### config.mk
export PLATFORM = sky130hd
export DESIGN_NAME = i2c_target_rx
export DESIGN_NICKNAME = d
export VERILOG_FILES = /design/src/rtl/i2c_target_rx.sv
export SDC_FILE = /design/constraint.sdc
export NUM_CORES = 1
export LEC_CHECK = 0
export CAP_MARGIN = 20
export CORE_MARGIN = 2
export CORE_UTILIZATION = 33
export CTS_CLUSTER_DIAMETER = 150
export DETAILED_ROUTE_END_ITERATION = 8
export PLACE_DENSITY = 0.48
export SKIP_LAST_GASP = 1
export SYNTH_ARGS = -nofsm -noshare
export SYNTH_HDL_FRONTEND = slang
export SYNTH_SLANG_ARGS = --single-unit
### constraint.sdc
create_clock -name clk -period 2.2 [get_ports clk]
set_clock_uncertainty 0.05 [all_clocks]
set_input_delay 0.44 -clock clk [delete_from_list [all_inputs] [get_ports clk]]
set_output_delay 0.44 -clock clk [all_outputs]
set_load 0.02 [all_outputs]
### src/rtl/i2c_target_rx.sv
// ----------------------------------------------------------------------------
// i2c_target_rx
//
// Write-only I2C target receiver. Oversamples SCL/SDA with clk, detects
// START/STOP, matches a 7-bit address with R/W=0, ACKs the address and every
// data byte by pulling SDA low through an open-drain enable, and hands each
// completed data byte downstream as a one-clk strobe. SCL is never driven.
//
// Ports
//   clk         in   system clock (>= 8x SCL, SCL phases >= 4 clk)
//   reset_n     in   asynchronous active-low reset
//   i2c_scl     in   raw bus SCL
//   i2c_sda_in  in   raw bus SDA
//   i2c_sda_oe  out  1 = pull SDA low (ACK), 0 = release
//   rx_data     out  last received data byte (MSB first on the bus)
//   rx_valid    out  one-clk pulse when rx_data updates
//   addr_match  out  high from address ACK until next STOP/START
//   stop_det    out  one-clk pulse on every STOP
//   busy        out  high from START until STOP
//
// States
//   IDLE     | bus free, waiting for START
//   ADDR     | shifting in address + R/W
//   ACK_ADDR | driving ACK for the address byte
//   DATA     | shifting in a data byte
//   ACK_DATA | driving ACK for a data byte
//   IGNORE   | not addressed (or read request), wait for START/STOP
// ----------------------------------------------------------------------------
module i2c_target_rx #(
    parameter logic [6:0] ADDRESS = 7'h50
) (
    input  logic       clk,
    input  logic       reset_n,
    input  logic       i2c_scl,
    input  logic       i2c_sda_in,
    output logic       i2c_sda_oe,
    output logic [7:0] rx_data,
    output logic       rx_valid,
    output logic       addr_match,
    output logic       stop_det,
    output logic       busy
);

    typedef enum logic [2:0] {
        IDLE     = 3'd0,
        ADDR     = 3'd1,
        ACK_ADDR = 3'd2,
        DATA     = 3'd3,
        ACK_DATA = 3'd4,
        IGNORE   = 3'd5
    } state_t;

    // ------------------------------------------------------------------
    // Input conditioning. Flops reset to 1 (idle bus level) so that
    // releasing reset on an idle bus cannot fake a START or SCL edge.
    // ------------------------------------------------------------------
    logic scl_s1, scl_s2, scl_d;
    logic sda_s1, sda_s2, sda_d;

    always_ff @(posedge clk or negedge reset_n) begin
        if (!reset_n) begin
            scl_s1 <= 1'b1;
            scl_s2 <= 1'b1;
            scl_d  <= 1'b1;
            sda_s1 <= 1'b1;
            sda_s2 <= 1'b1;
            sda_d  <= 1'b1;
        end else begin
            scl_s1 <= i2c_scl;
            scl_s2 <= scl_s1;
            scl_d  <= scl_s2;
            sda_s1 <= i2c_sda_in;
            sda_s2 <= sda_s1;
            sda_d  <= sda_s2;
        end
    end

    logic ev_start, ev_stop, ev_scl_rise, ev_scl_fall;

    always_comb begin
        ev_start    = scl_s2 &  sda_d & ~sda_s2;
        ev_stop     = scl_s2 & ~sda_d &  sda_s2;
        ev_scl_rise =  scl_s2 & ~scl_d;
        ev_scl_fall = ~scl_s2 &  scl_d;
    end

    // ------------------------------------------------------------------
    // Registered state
    // ------------------------------------------------------------------
    state_t     state_q,      state_n;
    logic [3:0] bit_cnt_q,    bit_cnt_n;
    logic [6:0] shift_q,      shift_n;
    logic       sda_oe_q,     sda_oe_n;
    logic       addr_match_q, addr_match_n;
    logic       busy_q,       busy_n;
    logic [7:0] rx_data_q,    rx_data_n;
    logic       rx_valid_q,   rx_valid_n;
    logic       stop_det_q,   stop_det_n;

    always_ff @(posedge clk or negedge reset_n) begin
        if (!reset_n) begin
            state_q      <= IDLE;
            bit_cnt_q    <= 4'd0;
            shift_q      <= 7'd0;
            sda_oe_q     <= 1'b0;
            addr_match_q <= 1'b0;
            busy_q       <= 1'b0;
            rx_data_q    <= 8'h00;
            rx_valid_q   <= 1'b0;
            stop_det_q   <= 1'b0;
        end else begin
            state_q      <= state_n;
            bit_cnt_q    <= bit_cnt_n;
            shift_q      <= shift_n;
            sda_oe_q     <= sda_oe_n;
            addr_match_q <= addr_match_n;
            busy_q       <= busy_n;
            rx_data_q    <= rx_data_n;
            rx_valid_q   <= rx_valid_n;
            stop_det_q   <= stop_det_n;
        end
    end

    // ------------------------------------------------------------------
    // Next-state / output logic
    // ------------------------------------------------------------------
    logic [3:0] bit_cnt_inc;
    logic [7:0] byte_in;
    logic       byte_done;

    always_comb begin
        bit_cnt_inc = bit_cnt_q + 4'd1;
        byte_in     = {shift_q, sda_s2};
        byte_done   = (bit_cnt_inc == 4'd8);
    end

    always_comb begin
        state_n      = state_q;
        bit_cnt_n    = bit_cnt_q;
        shift_n      = shift_q;
        sda_oe_n     = sda_oe_q;
        addr_match_n = addr_match_q;
        busy_n       = busy_q;
        rx_data_n    = rx_data_q;
        rx_valid_n   = 1'b0;
        stop_det_n   = 1'b0;

        if (ev_stop) begin
            state_n      = IDLE;
            sda_oe_n     = 1'b0;
            addr_match_n = 1'b0;
            busy_n       = 1'b0;
            stop_det_n   = 1'b1;
        end else if (ev_start) begin
            // Covers both a fresh START and a repeated START; any partial
            // byte in the shifter is simply abandoned.
            state_n      = ADDR;
            bit_cnt_n    = 4'd0;
            sda_oe_n     = 1'b0;
            addr_match_n = 1'b0;
            busy_n       = 1'b1;
        end else begin
            case (state_q)
                IDLE: begin
                    sda_oe_n = 1'b0;
                end

                ADDR: begin
                    if (ev_scl_rise) begin
                        shift_n   = byte_in[6:0];
                        bit_cnt_n = bit_cnt_inc;
                        if (byte_done) begin
                            bit_cnt_n = 4'd0;
                            if (byte_in[7:1] == ADDRESS && !byte_in[0])
                                state_n = ACK_ADDR;
                            else
                                state_n = IGNORE;
                        end
                    end
                end

                // First SCL fall (end of bit 8) starts the ACK; second fall
                // (end of the ACK clock) releases SDA. sda_oe itself tells
                // which of the two falls this is.
                ACK_ADDR, ACK_DATA: begin
                    if (ev_scl_fall) begin
                        if (!sda_oe_q) begin
                            sda_oe_n = 1'b1;
                            if (state_q == ACK_ADDR)
                                addr_match_n = 1'b1;
                        end else begin
                            sda_oe_n  = 1'b0;
                            bit_cnt_n = 4'd0;
                            state_n   = DATA;
                        end
                    end
                end

                DATA: begin
                    if (ev_scl_rise) begin
                        shift_n   = byte_in[6:0];
                        bit_cnt_n = bit_cnt_inc;
                        if (byte_done) begin
                            bit_cnt_n  = 4'd0;
                            rx_data_n  = byte_in;
                            rx_valid_n = 1'b1;
                            state_n    = ACK_DATA;
                        end
                    end
                end

                IGNORE: begin
                    sda_oe_n = 1'b0;
                end

                default: begin
                    state_n  = IDLE;
                    sda_oe_n = 1'b0;
                end
            endcase
        end
    end

    always_comb begin
        i2c_sda_oe = sda_oe_q;
        rx_data    = rx_data_q;
        rx_valid   = rx_valid_q;
        addr_match = addr_match_q;
        stop_det   = stop_det_q;
        busy       = busy_q;
    end

endmodule

==> results of run 1 <==
==> worst max path at each step <==
stage	startpoint	endpoint	slack (ns)	cells past startpoint
2_1_floorplan	scl_s2	rx_data[0]	0.37	6
3_3_place_gp	state_q[2]	bit_cnt_q[0]	0.30	4
3_5_place_dp	state_q[2]	bit_cnt_q[0]	0.24	4
4_1_cts	state_q[2]	bit_cnt_q[0]	0.22	4
5_1_grt	state_q[2]	bit_cnt_q[0]	0.02	4
6_report	state_q[2]	bit_cnt_q[0]	0.17	4
==> worst max-delay path: cells and delay by family, from the launching register on <==
| family | cells | cell delay [ns] |
|---|---|---|
| flops | 1 | 0.56 |
| compound gates | 2 | 0.79 |
| simple gates | 2 | 0.57 |
==> where the power goes <==
group / internal (uW) / switching, uW / leakage [uW]
Sequential: 691 / 122 / 0.000430
Clock: 248 / 207 / 0.0000443
Combinational: 159 / 181 / 0.000380
==> flip-flops by register name, summed over array words and instances, names as in the netlist, 3 cells and up <==
register and flops:
shift_q 7, state_q 3, bit_cnt_q 4, rx_data 8
==> cell families after synthesis <==
family / Yosys count / synth area share
AND/OR/NAND/NOR: 58 / 0.196
flip-flops: 33 / 0.525
AO/OA/AOI/OAI: 27 / 0.130
multiplexers: 10 / 0.0891
buffers and inverters: 8 / 0.0300
XOR/XNOR: 3 / 0.0213
adder cells (fa/ha/maj): 1 / 0.00789
==> layout by cell type, fill, tap and decap left out, types with 3 or more instances in the layout <==
cell type        netlist  layout
clkdlybuf4s50_1        0      16
mux2_4                 8       8
buf_4                  0       3
nand2_1               28      28
clkbuf_8               0       6
dfstp_2                6       6
dfrtp_1               27      27
nand2b_1               5       5
nand3_1                3       3
a21oi_1                3       3
nor2_1                 4       4
==> cell type report <==
type                            count  area, um^2  share of cell area
Multi-Input combinational cell     99         706               0.375
Inverter                            1        3.75             0.00200
Clock buffer                        7        86.3              0.0459
Timing Repair Buffer               19         183              0.0972
Sequential cell                    33         833               0.443
Tap cell                           54        67.6              0.0360
==> synthesized netlist by cell type, types with 2 or more instances <==
master,count
clkbuf_1,3
or3_1,2
and3_1,2
a221oi_1,2
nor2b_1,2
nand3_1,3
nand2b_1,5
a32o_1,2
a21oi_1,3
xor2_1,2
o21ai_1,2
dfrtp_1,27
buf_6,2
nor4b_1,2
dfstp_2,6
a221o_1,2
a22o_1,2
a31oi_1,2
nand2_1,28
nor2_1,4
mux2_4,8
buf_2,2
==> metrics by stage <==
step | hold WS [ns] | power, uW | cell area (um^2)
after global routing | 0.311 | 1710 | 1880
after floorplan | 0.0944 | 1050 | 1590
final | 0.305 | 1610 | 1880
after CTS | 0.307 | 1620 | 1880
after detailed placement | 0.297 | 1160 | 1790
after global placement | 0.296 | 1150 | 1790
==> layer usage <==
metal	wire, um	GRT usage
met4	39	0.0444
met2	1490	0.199
met5	0	0
met3	137	0.0439
met1	1640	0.204
==> flow_summary_export.csv, run 1 <==
group,metric,value,unit
run_status,status,"complete, no violations",
sta,slew_headroom,0.560,
logic_synthesis,synth_edf_count,0,
place,place_congestion,0.899,
hold_path,hold_start,"scl_s1",
logic_synthesis,yosysTopAreaCell,"dfrtp_1",
place,place_inst,206,
layout,finish.utilization,0.401,
sta,tns,0,ns
floorplan,core_area,4690,um^2
logic_synthesis,synth_fp_nets,145,
critical_path,worstPathMaxFanout,11,
logic_synthesis,syn_inst,140,
sta,setup_ws,0.169,ns
logic_synthesis,synthTopCellsByArea,"dfrtp_1 (43%), dfstp_2 (9.9%), mux2_4 (7.6%), nand2_1 (6.6%), nand2b_1 (2.0%)",
layout,finalNetCount,164,
logic_synthesis,synth_top_area_share,0.426,
sta,tightest_slew,0.661,ns
grt,grt_max_degree,34,
clock_tree,clk_pin_slew,0.07,ns
layout,n_antenna_cell,0,
logic_synthesis,synth-seq-cells,33,
logic_synthesis,yosys_warnings,0,
floorplan,pin_count,17,
sta,fmax,0.492,GHz
clock_tree,htree_num_levels,2,
clock_tree,postCtsSetupRepairBufs,0,
route,wl,3300,um
critical_path,critical-path-slowest-cell,"a221oi_1",
flow_run,timing.max_cap.violations,0,
hold_path,hold_end,"scl_s2",
clock_tree,cts_tree,"yes",
route,via_per_inst,5.31,
route,wl_per_cell,15.5,um
sta,fin_crit_sh,0.923,
clock_tree,post_cts_resized,0,
clock_tree,clk_latency,0.28,ns
floorplan,die_w,73.3,um
layout,drive_gt1_frac,0.170,
sta,finalCriticalPeriod,2.03,ns
critical_path,worstPathCellList,"and2b_1 -> a221oi_1 -> or3_1 -> a22o_1",
clock_tree,cts_buffers,5,
logic_synthesis,syn_area_per_cell,11.3,um^2
logic_synthesis,yosysUniqueCellTypes,49,
grt,groute.usage.overall,0.140,
critical_path,startpoint_type,"flop",
route,ant_nets,0,
grt,gr-total-overflow,0,
logic_synthesis,synth_area,1590,um^2
place,portBuffers,16,
layout,area_growth,18.5,%
power_and_ir_drop,peakVddDrop,465,uV
layout,final_cells,213,
place,hpwl,2340,um
critical_path,arrival,2.20,ns
route,vias,1131,
sta,rsz0062_at_grt,"no",
critical_path,slowest_delay,0.64,ns
clock_tree,holdBufCountCts,0,
clock_tree,root_buffer,"clkbuf_8",
sta,finalMaxSlewViolations,0,
grt,first_global_vias,1107,
power_and_ir_drop,p_per_area,856,nW/um^2
hold_path,hold_class,"reg2reg",
logic_synthesis,yosysSeqAreaShare,0.525,
floorplan,start_util,0.338,
grt,antenna_found_initial,0,
critical_path,crit_type,"reg2reg",
logic_synthesis,synthFlopType,"dfrtp_1",
floorplan,rows,25,
layout,fill_cells,455,
critical_path,end_kind,"flop",
sta,hold_viol,0,
critical_path,rrSetupSlack,0.17,ns
logic_synthesis,async_reset_ff_frac,1.00,
route,first_pass_iters,4,
clock_tree,cts_sinks,33,
critical_path,critPathRequiredTime,2.37,ns
critical_path,timing.rr.start,"state_q[2]",
power_and_ir_drop,leakage,0.000855,uW
critical_path,regToRegEndpoint,"bit_cnt_q[0]",
sta,finalSetupViolations,0,
route,drt-initial-drc-count,30,
floorplan,dieArea,5380,um^2
critical_path,rr_worst_depth,4,
hold_path,min_path_cells,0,
place,post-place-ws,0.237,ns
route,drc,0,
floorplan,fp.dieH,73.3,um
clock_tree,clk_path_buf_depth,2,
grt,grt_pass1_wl,5660,um
Note: power is estimated with default switching activity, not from simulation.
==> run 2: changes to the inputs <==
--- a/config.mk
+++ b/config.mk
@@ -7,10 +7,10 @@
 export LEC_CHECK = 0
 export CAP_MARGIN = 20
 export CORE_MARGIN = 2
-export CORE_UTILIZATION = 33
+export CORE_UTILIZATION = 55
 export CTS_CLUSTER_DIAMETER = 150
 export DETAILED_ROUTE_END_ITERATION = 8
-export PLACE_DENSITY = 0.48
+export PLACE_DENSITY = 0.75
 export SKIP_LAST_GASP = 1
 export SYNTH_ARGS = -nofsm -noshare
 export SYNTH_HDL_FRONTEND = slang
==> flow_summary_export.csv, run 2 (synthesis gave the netlist of run 1 again) <==
group,metric,value,unit
run_status,status,"complete, no violations",
clock_tree,cts_buffers,5,
layout,area_growth,14.7,%
floorplan,dieArea,3330,um^2
grt,gr-total-overflow,0,
sta,fmax,0.518,GHz
route,via_per_inst,5.98,
place,hpwl,2150,um
sta,finalSetupViolations,0,
layout,drive_gt1_frac,0.181,
route,vias,1142,
floorplan,fp.dieH,57.7,um
sta,tns,0,ns
route,ant_nets,0,
critical_path,critPathTopFamily,"buffers and inverters",
grt,grt_max_degree,34,
layout,finalNetCount,164,
clock_tree,cts_sinks,33,
critical_path,regToRegEndpoint,"rx_data[5]",
critical_path,worstPathCellList,"clkdlybuf4s50_1",
sta,finalMaxSlewViolations,0,
route,drt-initial-drc-count,43,
sta,fin_crit_sh,0.877,
power_and_ir_drop,peakVddDrop,575,uV
route,wl,2950,um
hold_path,min_path_cells,0,
floorplan,start_util,0.575,
grt,first_global_vias,1112,
sta,slew_headroom,0.643,
clock_tree,clk_pin_slew,0.10,ns
power_and_ir_drop,p_per_area,804,nW/um^2
critical_path,crit_type,"reg2out",
critical_path,arrival,1.44,ns
critical_path,slowest_delay,0.65,ns
grt,grt_pass1_wl,5260,um
layout,final_cell_mix,"nand2_1 (28), dfrtp_1 (27), clkdlybuf4s50_1 (16)",
sta,rsz0062_at_grt,"no",
grt,antenna_found_initial,0,
critical_path,cp_num_buf_inv,1,
sta,hold_viol,0,
clock_tree,post_cts_resized,0,
critical_path,critical-path-slowest-cell,"clkdlybuf4s50_1",
critical_path,timing.rr.start,"scl_s2",
hold_path,hold_end,"scl_s2",
clock_tree,postCtsSetupRepairBufs,0,
place,portBuffers,16,
sta,finalCriticalPeriod,1.93,ns
floorplan,pin_count,17,
hold_path,hold_start,"scl_s1",
floorplan,core_area,2760,um^2
critical_path,end_kind,"output pin",
power_and_ir_drop,leakage,0.000842,uW
layout,largest_reg_flops,8,
clock_tree,clk_latency,0.33,ns
place,place_congestion,0.806,
clock_tree,clk_path_buf_depth,2,
hold_path,hold_class,"reg2reg",
clock_tree,cts_tree,"yes",
route,first_pass_iters,4,
layout,mostFrequentLayoutCell,"nand2_1",
critical_path,startpoint_type,"flop",
floorplan,rows,19,
layout,final_area,1820,um^2
clock_tree,htree_num_levels,2,
critical_path,cp-startpoint,"i2c_sda_oe",
route,drc,0,
place,post_dp_cell_area,1760,um^2
flow_run,timing.max_cap.violations,0,
critical_path,worstPathMaxFanout,7,
clock_tree,holdBufCountCts,0,
critical_path,rr_worst_depth,4,
route,wl_per_cell,15.4,um
grt,groute.usage.overall,0.209,
critical_path,rrSetupSlack,0.32,ns
clock_tree,root_buffer,"clkbuf_4",
floorplan,die_w,57.7,um
sta,tightest_slew,0.531,ns
layout,n_antenna_cell,0,
critical_path,critPathRequiredTime,1.71,ns
## run 2: worst max path at each step
stage	to	slack, ns	cells past startpoint
5_1_grt	bit_cnt_q[0]	0.14	4
3_3_place_gp	rx_data[5]	0.35	4
4_1_cts	i2c_sda_oe	0.25	1
6_report	i2c_sda_oe	0.27	1
2_1_floorplan	rx_data[0]	0.37	6
3_5_place_dp	rx_data[5]	0.32	4
## run 2: where the power goes
group | switching (uW) | internal (uW) | total, uW | leakage, uW
combinational | 172 | 160 | 331 | 0.000380
clock | 207 | 120 | 328 | 0.0000310
sequential | 114 | 690 | 804 | 0.000430
total | 494 | 970 | 1460 | 0.000842
## run 2: layout make-up
class,instances,area (um^2)
Clock buffer,5,37.5
Clock inverter,3,17.5
Fill cell,206,938
Inverter,1,3.75
Multi-Input combinational cell,99,706
Sequential cell,33,833
Tap cell,31,38.8
Timing Repair Buffer,19,183
## run 2: stage by stage
step	worst slack (ns)	utilization	total power (uW)	instances	hold slack, ns
detailed placement	0.321	0.640	1150	183	0.300
CTS	0.249	0.660	1480	191	0.315
global route	0.142	0.660	1570	191	0.319
global placement	0.353	0.640	1130	183	0.297
finish	0.270	0.660	1460	191	0.313
floorplan	0.366	-	1050	140	0.0944
## run 2: layer usage
metal / track usage / up-vias / wire length [um] / share of wire
met5: 0 / - / 0 / 0
met4: 0.0897 / 0 / 39 / 0.013
met2: 0.304 / 35 / 1350 / 0.46
met1: 0.300 / 558 / 1430 / 0.48
li1: - / 543 / - / -
met3: 0.0513 / 6 / 128 / 0.043
==> run 3: changes to the inputs <==
--- a/config.mk
+++ b/config.mk
@@ -10,6 +10,7 @@
 export CORE_UTILIZATION = 55
 export CTS_CLUSTER_DIAMETER = 150
 export DETAILED_ROUTE_END_ITERATION = 8
+export HOLD_SLACK_MARGIN = 0.08
 export PLACE_DENSITY = 0.75
 export SKIP_LAST_GASP = 1
 export SYNTH_ARGS = -nofsm -noshare
==> results of run 3 <==
The final DEF is identical to that of run 2; final timing and power are the same.
